[config.mk]
export PLATFORM = sky130hd
export DESIGN_NAME = enemy_formation
export DESIGN_NICKNAME = d
export VERILOG_FILES = /design/src/rtl/enemy_formation.sv
export SDC_FILE = /design/constraint.sdc
export NUM_CORES = 1
export LEC_CHECK = 0
export CAP_MARGIN = 25
export CORE_ASPECT_RATIO = 1.75
export CORE_MARGIN = 3
export CORE_UTILIZATION = 40
export CTS_CLUSTER_DIAMETER = 100
export DETAILED_ROUTE_END_ITERATION = 10
export HOLD_SLACK_MARGIN = 0.12
export SKIP_CTS_REPAIR_TIMING = 1
export SLEW_MARGIN = 20
export SYNTH_ARGS = -nofsm -noshare
export SYNTH_HDL_FRONTEND = slang
export SYNTH_SLANG_ARGS = --single-unit
[constraint.sdc]
create_clock -name clk -period 10.47 [get_ports clk]
set_input_delay 2.6175 -clock clk [delete_from_list [all_inputs] [get_ports clk]]
set_output_delay 2.6175 -clock clk [all_outputs]
set_load 0.01 [all_outputs]
[src/rtl/enemy_formation.sv]
// Purpose: N_ROWS x N_COLS enemy formation; marches, descends, resolves shot hits, draws one RGB pixel per VGA position.
// Latency: hit_ack/hit_index and pixel_on/RGB are registered, one cycle after the sampled inputs; alive/alive_count/all_dead are combinational from the mask register.
// Backpressure: none; a hit_valid strobe is accepted every cycle and the pixel path follows h_counter/v_counter every cycle.
module enemy_formation #(
    parameter int          N_COLS     = 8,
    parameter int          N_ROWS     = 2,
    parameter int          START_X    = 50,
    parameter int          START_Y    = 50,
    parameter int          SPACING_X  = 50,
    parameter int          SPACING_Y  = 40,
    parameter int          SPRITE_W   = 32,
    parameter int          SPRITE_H   = 24,
    parameter int          STEP_X     = 8,
    parameter int          STEP_Y     = 16,
    parameter int          X_MIN      = 8,
    parameter int          X_MAX      = 639,
    parameter int          FLOOR_Y    = 440,
    parameter int          MOVE_DIV   = 30,
    parameter logic [23:0] COLOR_EVEN = 24'hFF0000,
    parameter logic [23:0] COLOR_ODD  = 24'h00FF00
) (
    input  logic                                   clk,
    input  logic                                   reset,
    input  logic                                   frame_tick,
    input  logic                                   game_restart,
    input  logic [9:0]                             h_counter,
    input  logic [9:0]                             v_counter,
    input  logic                                   hit_valid,
    input  logic [9:0]                             hit_x,
    input  logic [9:0]                             hit_y,
    output logic                                   hit_ack,
    output logic [$clog2(N_ROWS*N_COLS)-1:0]       hit_index,
    output logic [N_ROWS*N_COLS-1:0]               alive,
    output logic [$clog2(N_ROWS*N_COLS+1)-1:0]     alive_count,
    output logic                                   all_dead,
    output logic                                   reached_floor,
    output logic                                   pixel_on,
    output logic [7:0]                             R,
    output logic [7:0]                             G,
    output logic [7:0]                             B
);

    localparam int N   = N_ROWS * N_COLS;
    localparam int IW  = $clog2(N);
    localparam int CW  = $clog2(N + 1);
    localparam int CIW = (N_COLS > 1) ? $clog2(N_COLS) : 1;
    localparam int RIW = (N_ROWS > 1) ? $clog2(N_ROWS) : 1;
    localparam int DW  = (MOVE_DIV > 1) ? $clog2(MOVE_DIV) : 1;

    // 12-bit constants so edge sums never silently wrap during comparisons
    localparam logic [11:0] SX12 = 12'(SPACING_X);
    localparam logic [11:0] SY12 = 12'(SPACING_Y);

    typedef enum logic [1:0] {
        MARCH_R = 2'd0,
        MARCH_L = 2'd1,
        HALT    = 2'd2
    } state_t;

    state_t          state;
    state_t          state_nxt;
    logic [10:0]     base_x;
    logic [10:0]     base_y;
    logic [10:0]     base_x_nxt;
    logic [10:0]     base_y_nxt;
    logic [N-1:0]    alive_q;
    logic [N-1:0]    alive_nxt;
    logic [DW-1:0]   div;
    logic            step;
    logic            floor_set;
    logic [IW:0]     hit_res;
    logic            hit_fire;
    logic [IW:0]     pix_res;
    logic [23:0]     pix_color;
    logic [N_COLS-1:0] col_alive;
    logic [N_ROWS-1:0] row_alive;
    logic [CIW-1:0]  cmin;
    logic [CIW-1:0]  cmax;
    logic [RIW-1:0]  rmax;
    logic [11:0]     right_edge;
    logic [11:0]     left_edge;
    logic [11:0]     bottom_edge;
    logic [CW-1:0]   count;

    // Lowest-index alive enemy whose sprite box contains (px,py); returns {found, index}.
    function automatic logic [IW:0] locate(input logic [10:0] px, input logic [10:0] py,
                                           input logic [10:0] bx, input logic [10:0] by,
                                           input logic [N-1:0] msk);
        logic [IW:0] res;
        logic [10:0] x0;
        logic [10:0] y0;
        res = '0;
        for (int i = N - 1; i >= 0; i--) begin
            x0 = bx + 11'((i % N_COLS) * SPACING_X);
            y0 = by + 11'((i / N_COLS) * SPACING_Y);
            if (msk[IW'(i)] && (px >= x0) && (px < x0 + 11'(SPRITE_W)) &&
                (py >= y0) && (py < y0 + 11'(SPRITE_H))) begin
                res = {1'b1, IW'(i)};
            end
        end
        return res;
    endfunction

    assign alive       = alive_q;
    assign all_dead    = (alive_q == '0);
    assign alive_count = count;
    assign step        = frame_tick && (div == DW'(MOVE_DIV - 1));

    // Shot resolution against the positions held this cycle; the mask used for movement already excludes the victim
    always_comb begin
        hit_res   = locate({1'b0, hit_x}, {1'b0, hit_y}, base_x, base_y, alive_q);
        hit_fire  = hit_valid && hit_res[IW];
        alive_nxt = alive_q;
        if (hit_fire) begin
            alive_nxt[hit_res[IW-1:0]] = 1'b0;
        end
    end

    // Extremes of the surviving formation: outermost occupied columns and lowest occupied row
    always_comb begin
        col_alive = '0;
        row_alive = '0;
        for (int i = 0; i < N; i++) begin
            if (alive_nxt[IW'(i)]) begin
                col_alive[CIW'(i % N_COLS)] = 1'b1;
                row_alive[RIW'(i / N_COLS)] = 1'b1;
            end
        end
        cmin = '0;
        cmax = '0;
        rmax = '0;
        for (int c = N_COLS - 1; c >= 0; c--) begin
            if (col_alive[CIW'(c)]) cmin = CIW'(c);
        end
        for (int c = 0; c < N_COLS; c++) begin
            if (col_alive[CIW'(c)]) cmax = CIW'(c);
        end
        for (int r = 0; r < N_ROWS; r++) begin
            if (row_alive[RIW'(r)]) rmax = RIW'(r);
        end
    end

    // Formation state register
    always_ff @(posedge clk or negedge reset) begin
        if (!reset) begin
            state <= MARCH_R;
        end else if (game_restart) begin
            state <= MARCH_R;
        end else begin
            state <= state_nxt;
        end
    end

    // Next state and base position: march, reverse with a descent at an edge, halt at the floor or when empty
    always_comb begin
        state_nxt   = state;
        base_x_nxt  = base_x;
        base_y_nxt  = base_y;
        floor_set   = 1'b0;
        right_edge  = {1'b0, base_x} + 12'(cmax) * SX12 + 12'(SPRITE_W - 1) + 12'(STEP_X);
        left_edge   = {1'b0, base_x} + 12'(cmin) * SX12;
        bottom_edge = '0;
        if (state != HALT) begin
            if (all_dead) begin
                state_nxt = HALT;
            end else if (step && (alive_nxt != '0)) begin
                case (state)
                    MARCH_R: begin
                        if (right_edge <= 12'(X_MAX)) begin
                            base_x_nxt = base_x + 11'(STEP_X);
                        end else begin
                            base_y_nxt = base_y + 11'(STEP_Y);
                            state_nxt  = MARCH_L;
                        end
                    end
                    MARCH_L: begin
                        if (left_edge >= 12'(X_MIN + STEP_X)) begin
                            base_x_nxt = base_x - 11'(STEP_X);
                        end else begin
                            base_y_nxt = base_y + 11'(STEP_Y);
                            state_nxt  = MARCH_R;
                        end
                    end
                    default: ;
                endcase
                bottom_edge = {1'b0, base_y_nxt} + 12'(rmax) * SY12 + 12'(SPRITE_H - 1);
                if (bottom_edge >= 12'(FLOOR_Y)) begin
                    floor_set = 1'b1;
                    state_nxt = HALT;
                end
            end
        end
    end

    // Position, alive mask, frame divider, invasion flag and hit acknowledge
    always_ff @(posedge clk or negedge reset) begin
        if (!reset) begin
            base_x        <= 11'(START_X);
            base_y        <= 11'(START_Y);
            alive_q       <= '1;
            div           <= '0;
            reached_floor <= 1'b0;
            hit_ack       <= 1'b0;
            hit_index     <= '0;
        end else if (game_restart) begin
            base_x        <= 11'(START_X);
            base_y        <= 11'(START_Y);
            alive_q       <= '1;
            div           <= '0;
            reached_floor <= 1'b0;
            hit_ack       <= 1'b0;
            hit_index     <= '0;
        end else begin
            base_x  <= base_x_nxt;
            base_y  <= base_y_nxt;
            alive_q <= alive_nxt;
            if (frame_tick) begin
                div <= step ? '0 : div + DW'(1);
            end
            if (floor_set) begin
                reached_floor <= 1'b1;
            end
            hit_ack <= hit_fire;
            if (hit_fire) begin
                hit_index <= hit_res[IW-1:0];
            end
        end
    end

    // Pixel lookup: winning enemy and its row colour
    always_comb begin
        pix_res   = locate({1'b0, h_counter}, {1'b0, v_counter}, base_x, base_y, alive_q);
        pix_color = '0;
        if (pix_res[IW]) begin
            pix_color = (((int'(pix_res[IW-1:0]) / N_COLS) % 2) == 0) ? COLOR_EVEN : COLOR_ODD;
        end
    end

    // Registered pixel output; keeps drawing in HALT so the formation stays visible
    always_ff @(posedge clk or negedge reset) begin
        if (!reset) begin
            pixel_on  <= 1'b0;
            {R, G, B} <= 24'h0;
        end else if (game_restart) begin
            pixel_on  <= 1'b0;
            {R, G, B} <= 24'h0;
        end else begin
            pixel_on  <= pix_res[IW];
            {R, G, B} <= pix_color;
        end
    end

    // Population count of the live mask
    always_comb begin
        count = '0;
        for (int i = 0; i < N; i++) begin
            count = count + CW'(alive_q[IW'(i)]);
        end
    end

endmodule

# After elaboration in Yosys (flattened, before gate mapping)
# Index checks and enable logic that the tools add are counted.
dict set report op_classes {
  addsub 24
  multipliers 2
  magnitude_cmp 40
  n_eq_ne 10
  mux 69
  n_bitwise 2
  n_reduce_logical 83
}
# cell count
set op_table {}
lappend op_table {{$ge A10 B11 Y1} 18}
lappend op_table {{$lt A10 B11 Y1} 18}
lappend op_table {{$mux W11} 12}
lappend op_table {{$add A11 B6 Y11 const B} 9}
lappend op_table {{$mux W5} 19}
lappend op_table {{$logic_and A1 B1 Y1} 68}
lappend op_table {{$mux W24} 2}
lappend op_table {{$pmux W11 S2} 2}
lappend op_table {{$add A11 B8 Y11 const B} 3}
lappend op_table {{$logic_not A32 Y1} 1}
lappend op_table {{$mux W16} 2}
lappend op_table {{$add A11 B9 Y12} 2}
lappend op_table {{$mux W8} 3}
lappend op_table {{$add A11 B5 Y11 const B} 2}
lappend op_table {{$add A11 B9 Y11 const B} 2}
lappend op_table {{$mux W3} 6}
lappend op_table {{$and A16 B16 Y16} 1}
lappend op_table {{$logic_not A16 Y1} 1}
lappend op_table {{$mul A3 B5 Y8 const B} 2}
lappend op_table {{$not A16 Y16} 1}
lappend op_table {{$reduce_bool A16 Y1} 1}
lappend op_table {{$mux W1} 13}
lappend op_table {{$add A12 B4 Y12 const B} 1}
lappend op_table {{$add A12 B5 Y12 const B} 1}
lappend op_table {{other kinds (23)} 40}
dict set report totals {
  reg_bits 76
  inputBits 45
  elab_cells 242
}

# Longest topological paths before layout
# Gate-level depths: netlist of the first run.
dict set report logic_depth {
  depth_word 36
  mapped_depth 38
  mapped_depth_nobuf 35
}

# Least setup slack after synthesis of the first run
# No wires, ideal clock.
dict set report synth_path {
  kind {input to register}
  start {input port hit_x[1]}
  end {register base_y[10]}
  t_arrival_ns 8.069
  path_slack_ns 2.273
  cell_stages 24
  path_cell_list {ha_1 > nand2b_1 > a2111oi_2 > or3_1 > a21oi_1 > a211o_1 > and2_1 > or3_1 > or3_1 > a21oi_1 > o21ai_0 > ha_1 > inv_1 > ha_1 > a21o_1 > a21o_1 > a221o_1 > nor3_1 > o31ai_1 > a31o_1 > o41a_1 > buf_4 > nor4_4 > mux2_1}
}
dict set report synth_between {
  elab_chain_len 31
  word_cells_on_any_way 89
}
# item line
set synth_rtl {}
lappend synth_rtl {{start: declaration} 29} ;# input logic [9:0] hit_x,
lappend synth_rtl {{$ge A10 B11 Y1} 96} ;# if (msk[IW'(i)] && (px >= x0) && (px < x0 + 11'(SPRITE_W)) &&
lappend synth_rtl {{$logic_and A1 B1 Y1 (3 in series)} 96}
lappend synth_rtl {{$logic_and A1 B1 Y1} 97} ;# (py >= y0) && (py < y0 + 11'(SPRITE_H))) begin
lappend synth_rtl {{$mux W5 (7 in series)} 96}
lappend synth_rtl {{$mux W5 *} 96}
lappend synth_rtl {{$lt A4 B5 Y1 (implied by the code) / $ge A4 B1 Y1 (equally long branches)} 115} ;# alive_nxt[hit_res[IW-1:0]] = 1'b0;
lappend synth_rtl {{$logic_and A1 B1 Y1 (implied by the code)} 115}
lappend synth_rtl {{$mux W1 (implied by the code)} 115}
lappend synth_rtl {{[... 6 more ...]} --}
lappend synth_rtl {{$mux W3 (2 in series)} 136} ;# if (col_alive[CIW'(c)]) cmax = CIW'(c);
lappend synth_rtl {{$mul A3 B5 Y8} 160} ;# right_edge = {1'b0, base_x} + 12'(cmax) * SX12 + 12'(SPRITE_W - 1) + 12'(STEP_X);
lappend synth_rtl {{$add A11 B9 Y12} 160}
lappend synth_rtl {{$add A12 B5 Y12} 160}
lappend synth_rtl {{$add A12 B4 Y12} 160}
lappend synth_rtl {{$le A12 B10 Y1} 169} ;# if (right_edge <= 12'(X_MAX)) begin
lappend synth_rtl {{$ne A3 B3 Y1 (no source line)} --}
lappend synth_rtl {{$reduce_and A6 Y1 (no source line) *} --}
lappend synth_rtl {{end signal: assignment} 199} ;# base_y <= 11'(START_Y);
lappend synth_rtl {{end signal: assignment} 207} ;# base_y <= 11'(START_Y);
lappend synth_rtl {{end signal: assignment} 215} ;# base_y <= base_y_nxt;
lappend synth_rtl {{end: declaration} 63} ;# logic [10:0] base_y;
# Mark *: on every way between the ends. The rest lies on a longest branch, timed or not.
# A chain may end at the register's enable or synchronous reset.

# Final worst setup path of the first run
dict set report layout_path {
  start {input port hit_x[7]}
  end {register base_x[10]}
}
dict set report layout_between {
  elab_chain_len 31
  word_cells_on_any_way 89
}
# item line
set layout_rtl {}
lappend layout_rtl {{$ge A10 B11 Y1} 96}
lappend layout_rtl {{$logic_and A1 B1 Y1 (3 in series)} 96}
lappend layout_rtl {{$logic_and A1 B1 Y1} 97}
lappend layout_rtl {{$mux W5 (7 in series)} 96}
lappend layout_rtl {{$mux W5 *} 96}
lappend layout_rtl {{$lt A4 B5 Y1 (implied by the code) / $ge A4 B1 Y1 (equally long branches)} 115}
lappend layout_rtl {{$logic_and A1 B1 Y1 (implied by the code)} 115}
lappend layout_rtl {{$mux W1 (implied by the code)} 115}
lappend layout_rtl {{[... 6 more ...]} --}
lappend layout_rtl {{$mux W3 (2 in series)} 136}
lappend layout_rtl {{$mul A3 B5 Y8} 160}
lappend layout_rtl {{$add A11 B9 Y12} 160}
lappend layout_rtl {{$add A12 B5 Y12} 160}
lappend layout_rtl {{$add A12 B4 Y12} 160}
lappend layout_rtl {{$le A12 B10 Y1} 169}
lappend layout_rtl {{$ne A3 B3 Y1 (no source line)} --}
lappend layout_rtl {{$reduce_and A6 Y1 (no source line) *} --}
lappend layout_rtl {{end signal: assignment} 198} ;# base_x <= 11'(START_X);
lappend layout_rtl {{end signal: assignment} 206} ;# base_x <= 11'(START_X);
lappend layout_rtl {{end signal: assignment} 214} ;# base_x <= base_x_nxt;
lappend layout_rtl {{end: declaration} 62} ;# logic [10:0] base_x;
# Marked as above.

==> results of run 1 <==
cell usage after synthesis (15+ instances only):
library cell and count:
a211oi_1 18, a21o_1 29, a21oi_1 88, buf_4 40, clkbuf_1 16, dfrtp_1 24
dfstp_2 15, ha_1 265, inv_1 91, nand2_1 70, nand2b_1 24, nand3_1 40
nor2_1 52, nor2b_1 21, nor3_1 26, o21a_1 24, o21ai_0 72, xnor2_1 61
xor2_1 18
report_power, final:
part	internal (W)	switching [W]	total (W)
clock network	0.0000881	0.0000691	0.000157
registers	0.000154	0.00000336	0.000158
logic	0.0000845	0.000112	0.000196
state kept, by name (all words and copies together) (netlist names):
signal / count
hit_ack: 1
div: 5
base_y: 8
alive: 9
R: 1
hit_index: 3
base_x: 9
reached_floor: 1
state: 2
per-stage QoR:
step	utilization (%)	setup WS (ns)	instance area [um2]	hold slack, ns	total power (W)
3_5_place_dp	44.7	0.647	11100	0.499	0.000355
5_1_grt	45.4	0.396	11200	0.536	0.000544
6_report	45.4	0.909	11200	0.510	0.000511
4_1_cts	45.3	0.894	11200	0.517	0.000514
3_3_place_gp	44.7	0.669	11100	0.499	0.000352
2_1_floorplan	-	2.27	10200	0.470	0.000274
worst min-delay path by stage:
stage                               end  slack, ns
after floorplan               base_y[1]       0.47
after global placement    reached_floor       0.50
after detailed placement  reached_floor       0.50
after CTS                 reached_floor       0.52
after global routing           alive[7]       0.54
final                     reached_floor       0.51
area by class of cell:
class / instances / area, um2 / area share (%)
Multi-Input combinational cell: 1058 / 8380 / 74.7
Sequential cell: 39 / 995 / 8.86
Clock inverter: 2 / 12.5 / 0.112
Clock buffer: 6 / 129 / 1.15
Timing Repair Buffer: 104 / 966 / 8.61
Tap cell: 312 / 390 / 3.48
Inverter: 93 / 349 / 3.11
cell families after synthesis:
group                      after synthesis  synth area share [%]
DFF                                     39                  9.86
AOI/OAI and AO/OA                      369                  24.9
other                                    2                0.0744
buffers and inverters                  168                  7.91
and+or+nand+nor                        311                  16.2
muxes                                    3                 0.310
adders and majority gates              273                  33.8
xor gates and xnor gates                79                  6.86
per-layer routing:
layer / vias to the layer above / track usage [%] / share of wire (%)
met4: 0 / 15.6 / 7.8
li1: 4669 / - / -
met2: 239 / 44.7 / 53
met1: 4520 / 23.3 / 36
met5: - / 0 / 0
met3: 85 / 1.53 / 3.2
==> impl_metrics.json, run 1 <==
{
  "status": "finished clean",
  "yosysTopAreaCellShare_pct": 32.8,
  "fin_crit_sh_pct": 91.3,
  "final_common_cell": "ha_1",
  "gr-total-overflow": 0,
  "clock_sinks": 39,
  "track_usage_pct": 23.2,
  "cts_made_buffers": 5,
  "grt_pass1_vias": 9610,
  "instances_no_fill": 1614,
  "htree_levels": 2,
  "slew_viol_final": 0,
  "r2r_cells": 34,
  "async_flop_share_pct": 100,
  "hold_class": "reg -> reg",
  "cts_root_buffer": "clkbuf_16",
  "syn_inst": 1244,
  "n_antenna_cell": 0,
  "rsz0062_at_grt": "no",
  "arrival_ns": 9.78,
  "synthToLayoutAreaGrowth_pct": 11.2,
  "hold_viol": 0,
  "synth-edff-count": 0,
  "cts.path.max_buffers": 2,
  "post_drt_wl_per_cell_um": 19.9,
  "io_buffer_count": 71,
  "final_antenna_net_count": 0,
  "startpoint_type": "primary input",
  "ys_seq_area_share_pct": 9.85,
  "slowest_stage": "clkdlybuf4s50_1",
  "initial_utilization_pct": 40.8,
  "vias": 9513,
  "cap_violations": 0,
  "max_freq_mhz": 105,
  "die_area_um2": 27300,
  "r2r_end": "base_x[10]",
  "avgSynthCellArea_um2": 8.11,
  "finClkSkew_ns": 0.00910,
  "min_from": "reached_floor",
  "crit_path_end_kind": "register",
  "p_per_area_nw_per_um2": 45.6,
  "num_rows": 76,
  "antenna_found_initial": 0,
  "grt_pass1_wl_mm": 50.6,
  "die_x_um": 126,
  "fin_setup_tns_ns": 0,
  "tritoncts": "done",
  "crit_end": "base_x[10]",
  "max_slew.worst_pin.slew_ns": 1.01,
  "dieHeight_um": 216,
  "synth_cell_types": 85,
  "vias_per_cell": 5.89,
  "dp_cells": 1605,
  "crit_path_start": "hit_x[7]",
  "critical_path.top_delay_family": "compound AO/OA/AOI/OAI gates",
  "setup_violations": 0,
  "worst_ep_required_time_ns": 10.69,
  "nFillCells": 2528,
  "grt_max_degree": 41,
  "clk_latency_ns": 0.30,
  "crit_type": "in -> reg",
  "wirelength_mm": 32.1,
  "ir_worst_vdd_mv": 0.0555,
  "synth_area_leaders": "ha_1, dfrtp_1, xnor2_1",
  "drtPass1Iterations": 7,
  "final_cell_mix": "ha_1, inv_1, a21oi_1",
  "synth_ff_type": "dfrtp_1",
  "crit_cells": 30,
  "syn_area_um2": 10100,
  "hold_path_depth": 1,
  "cp_slowest_stage_delay_ns": 0.84,
  "max_slew_margin_pct": 32.3,
  "pin_count": 98,
  "dp_hpwl_mm": 25.9,
  "synth_top_area_cell": "ha_1",
  "drive_gt1_share_pct": 5.84,
  "path_buf_inv": 4,
  "leakage_nw": 5.15,
  "drc": 0,
  "cp_max_fo": 8,
  "gp_congestion": 0.923,
  "r2r_slack_ns": 1.78,
  "r2r_start": "base_x[5]",
  "ys_warn_count": 0,
  "critPathMostFrequentCell": "ha_1",
  "period_needed_ns": 9.56,
  "clkTransAtPathRegs_ns": 0.06,
  "ys_ff_latch": 39,
  "core_um2": 24700,
  "drtIter0Drc": 397,
  "nets": 1613
}
Power figures use the tool's default switching activity.
==> inputs of run 2 (changes only) <==
Settings changed: CAP_MARGIN 25 to 20.
==> run 2 against run 1 <==
Net effect: total power is 0.42% lower; utilization shrank 0.081 points; non-clock buffer count decreased by 1; critical path type unchanged; largest cell class unchanged; largest power group unchanged; highest routed layer unchanged.
==> impl_metrics.json, run 2 (synthesized netlist as in run 1, its figures left out) <==
{
  "cp_max_fo": 8,
  "synthToLayoutAreaGrowth_pct": 11.0,
  "hold_viol": 0,
  "fin_crit_sh_pct": 91.4,
  "setup_violations": 0,
  "pin_count": 98,
  "num_rows": 76,
  "gr-total-overflow": 0,
  "dp_hpwl_mm": 25.9,
  "place_ws_ns": 0.647,
  "post_drt_wl_per_cell_um": 19.9,
  "final_cell_mix": "ha_1, inv_1, a21oi_1",
  "arrival_ns": 9.79,
  "period_needed_ns": 9.57,
  "track_usage_pct": 23.2,
  "max_slew_margin_pct": 30.5,
  "p_sw_w": 0.000183,
  "rsz0062_at_grt": "no",
  "clkTransAtPathRegs_ns": 0.06,
  "grt_max_degree": 41,
  "pwr-share-seq_pct": 31.0,
  "ir_worst_vdd_mv": 0.0556,
  "initial_utilization_pct": 40.8,
  "vias_per_cell": 5.91,
  "worst_ep_required_time_ns": 10.69,
  "crit_type": "in -> reg",
  "dieHeight_um": 216,
  "status": "finished clean",
  "drive_gt1_share_pct": 5.76,
  "clk_latency_ns": 0.30,
  "total_power_w": 0.000509,
  "crit_path_end_kind": "register",
  "cts_made_buffers": 5,
  "critPathMostFrequentCell": "ha_1",
  "tritoncts": "done",
  "max_slew.worst_pin.slew_ns": 1.03,
  "worst_slack_ns": 0.898,
  "cts_root_buffer": "clkbuf_16",
  "max_freq_mhz": 104,
  "p_sw_share_pct": 35.9,
  "clkPwrFrac_pct": 30.7,
  "io_buffer_count": 71,
  "drtPass1Iterations": 6,
  "n_antenna_cell": 0,
  "final_common_cell": "ha_1",
  "drc": 0,
  "gp_congestion": 0.923,
  "core_um2": 24700,
  "internal-power_w": 0.000326,
  "grt_pass1_vias": 9610,
  "slew_viol_final": 0,
  "clock_sinks": 39,
  "final_antenna_net_count": 0,
  "slowest_stage": "clkdlybuf4s50_1",
  "cp_slowest_stage_delay_ns": 0.86,
  "hold_class": "reg -> reg",
  "vias": 9538,
  "finClkSkew_ns": 0.00854,
  "cts.path.max_buffers": 2,
  "leakage_nw": 5.15,
  "fin_setup_tns_ns": 0,
  "htree_levels": 2,
  "die_x_um": 126,
  "startpoint_type": "primary input",
  "cap_violations": 0,
  "wirelength_mm": 32.1,
  "antenna_found_initial": 0,
  "p_per_area_nw_per_um2": 45.4,
  "grt_pass1_wl_mm": 50.6,
  "die_area_um2": 27300,
  "nets": 1612,
  "drtIter0Drc": 428,
  "combPwrFrac_pct": 38.3
}
## run 2: cell count changes in the layout (fill, tap and decap cells not counted), sizes merged
| cell | before | now |
|---|---|---|
| buf | 34 | 33 |
## run 2: stage by stage
stage	util, %	std cells	instance area (um2)	hold WS, ns
2_1_floorplan	-	1265	10200	0.470
3_3_place_gp	44.7	1605	11100	0.499
3_5_place_dp	44.7	1605	11100	0.499
4_1_cts	45.3	1613	11200	0.517
5_1_grt	45.3	1613	11200	0.536
6_report	45.3	1613	11200	0.509
## run 2: layer usage
layer | routed length (um) | track usage (%) | share of wire [%]
met1 | 11400 | 23.3 | 36
met2 | 17100 | 44.7 | 53
met3 | 1050 | 1.53 | 3.3
met4 | 2530 | 15.6 | 7.9
met5 | 0 | 0 | 0
## run 2: path summary, 6_finish.rpt
path | endpoint | slack (ns) | start | cells after the start
max in group asynchronous | base_x[3] | 7.41 | reset | 1
min in group asynchronous | div[3] | 2.46 | reset | 1
worst max register to register | base_x[10] | 1.81 | base_x[5] | 34
worst min register to register | reached_floor | 0.51 | reached_floor | 1
worst min-delay path | reached_floor | 0.51 | reached_floor | 1
worst max-delay path | base_x[10] | 0.90 | hit_x[7] | 30
## run 2: power groups by stage
stage	registers [W]	clock network [W]	logic [W]
after CTS	0.000158	0.000160	0.000196
after global placement	0.000160	0	0.000192
after floorplan	0.000160	0	0.000114
final	0.000158	0.000156	0.000195
after detailed placement	0.000160	0	0.000195
after global routing	0.000158	0.000165	0.000220
## run 2: worst max-delay path: cells and delay by family
kind / cells / cell delay, ns
fa+ha+maj: 4 / 1.09
simple gates: 10 / 2.29
buf+inv: 4 / 1.18
compound gates: 12 / 2.61
## run 2: layout make-up
class,count,area (um2)
Fill cell,2530,13500
Multi-Input combinational cell,1058,8380
Sequential cell,39,995
Timing Repair Buffer,103,946
Tap cell,312,390
Inverter,93,349
Clock buffer,6,129
Clock inverter,2,12.5
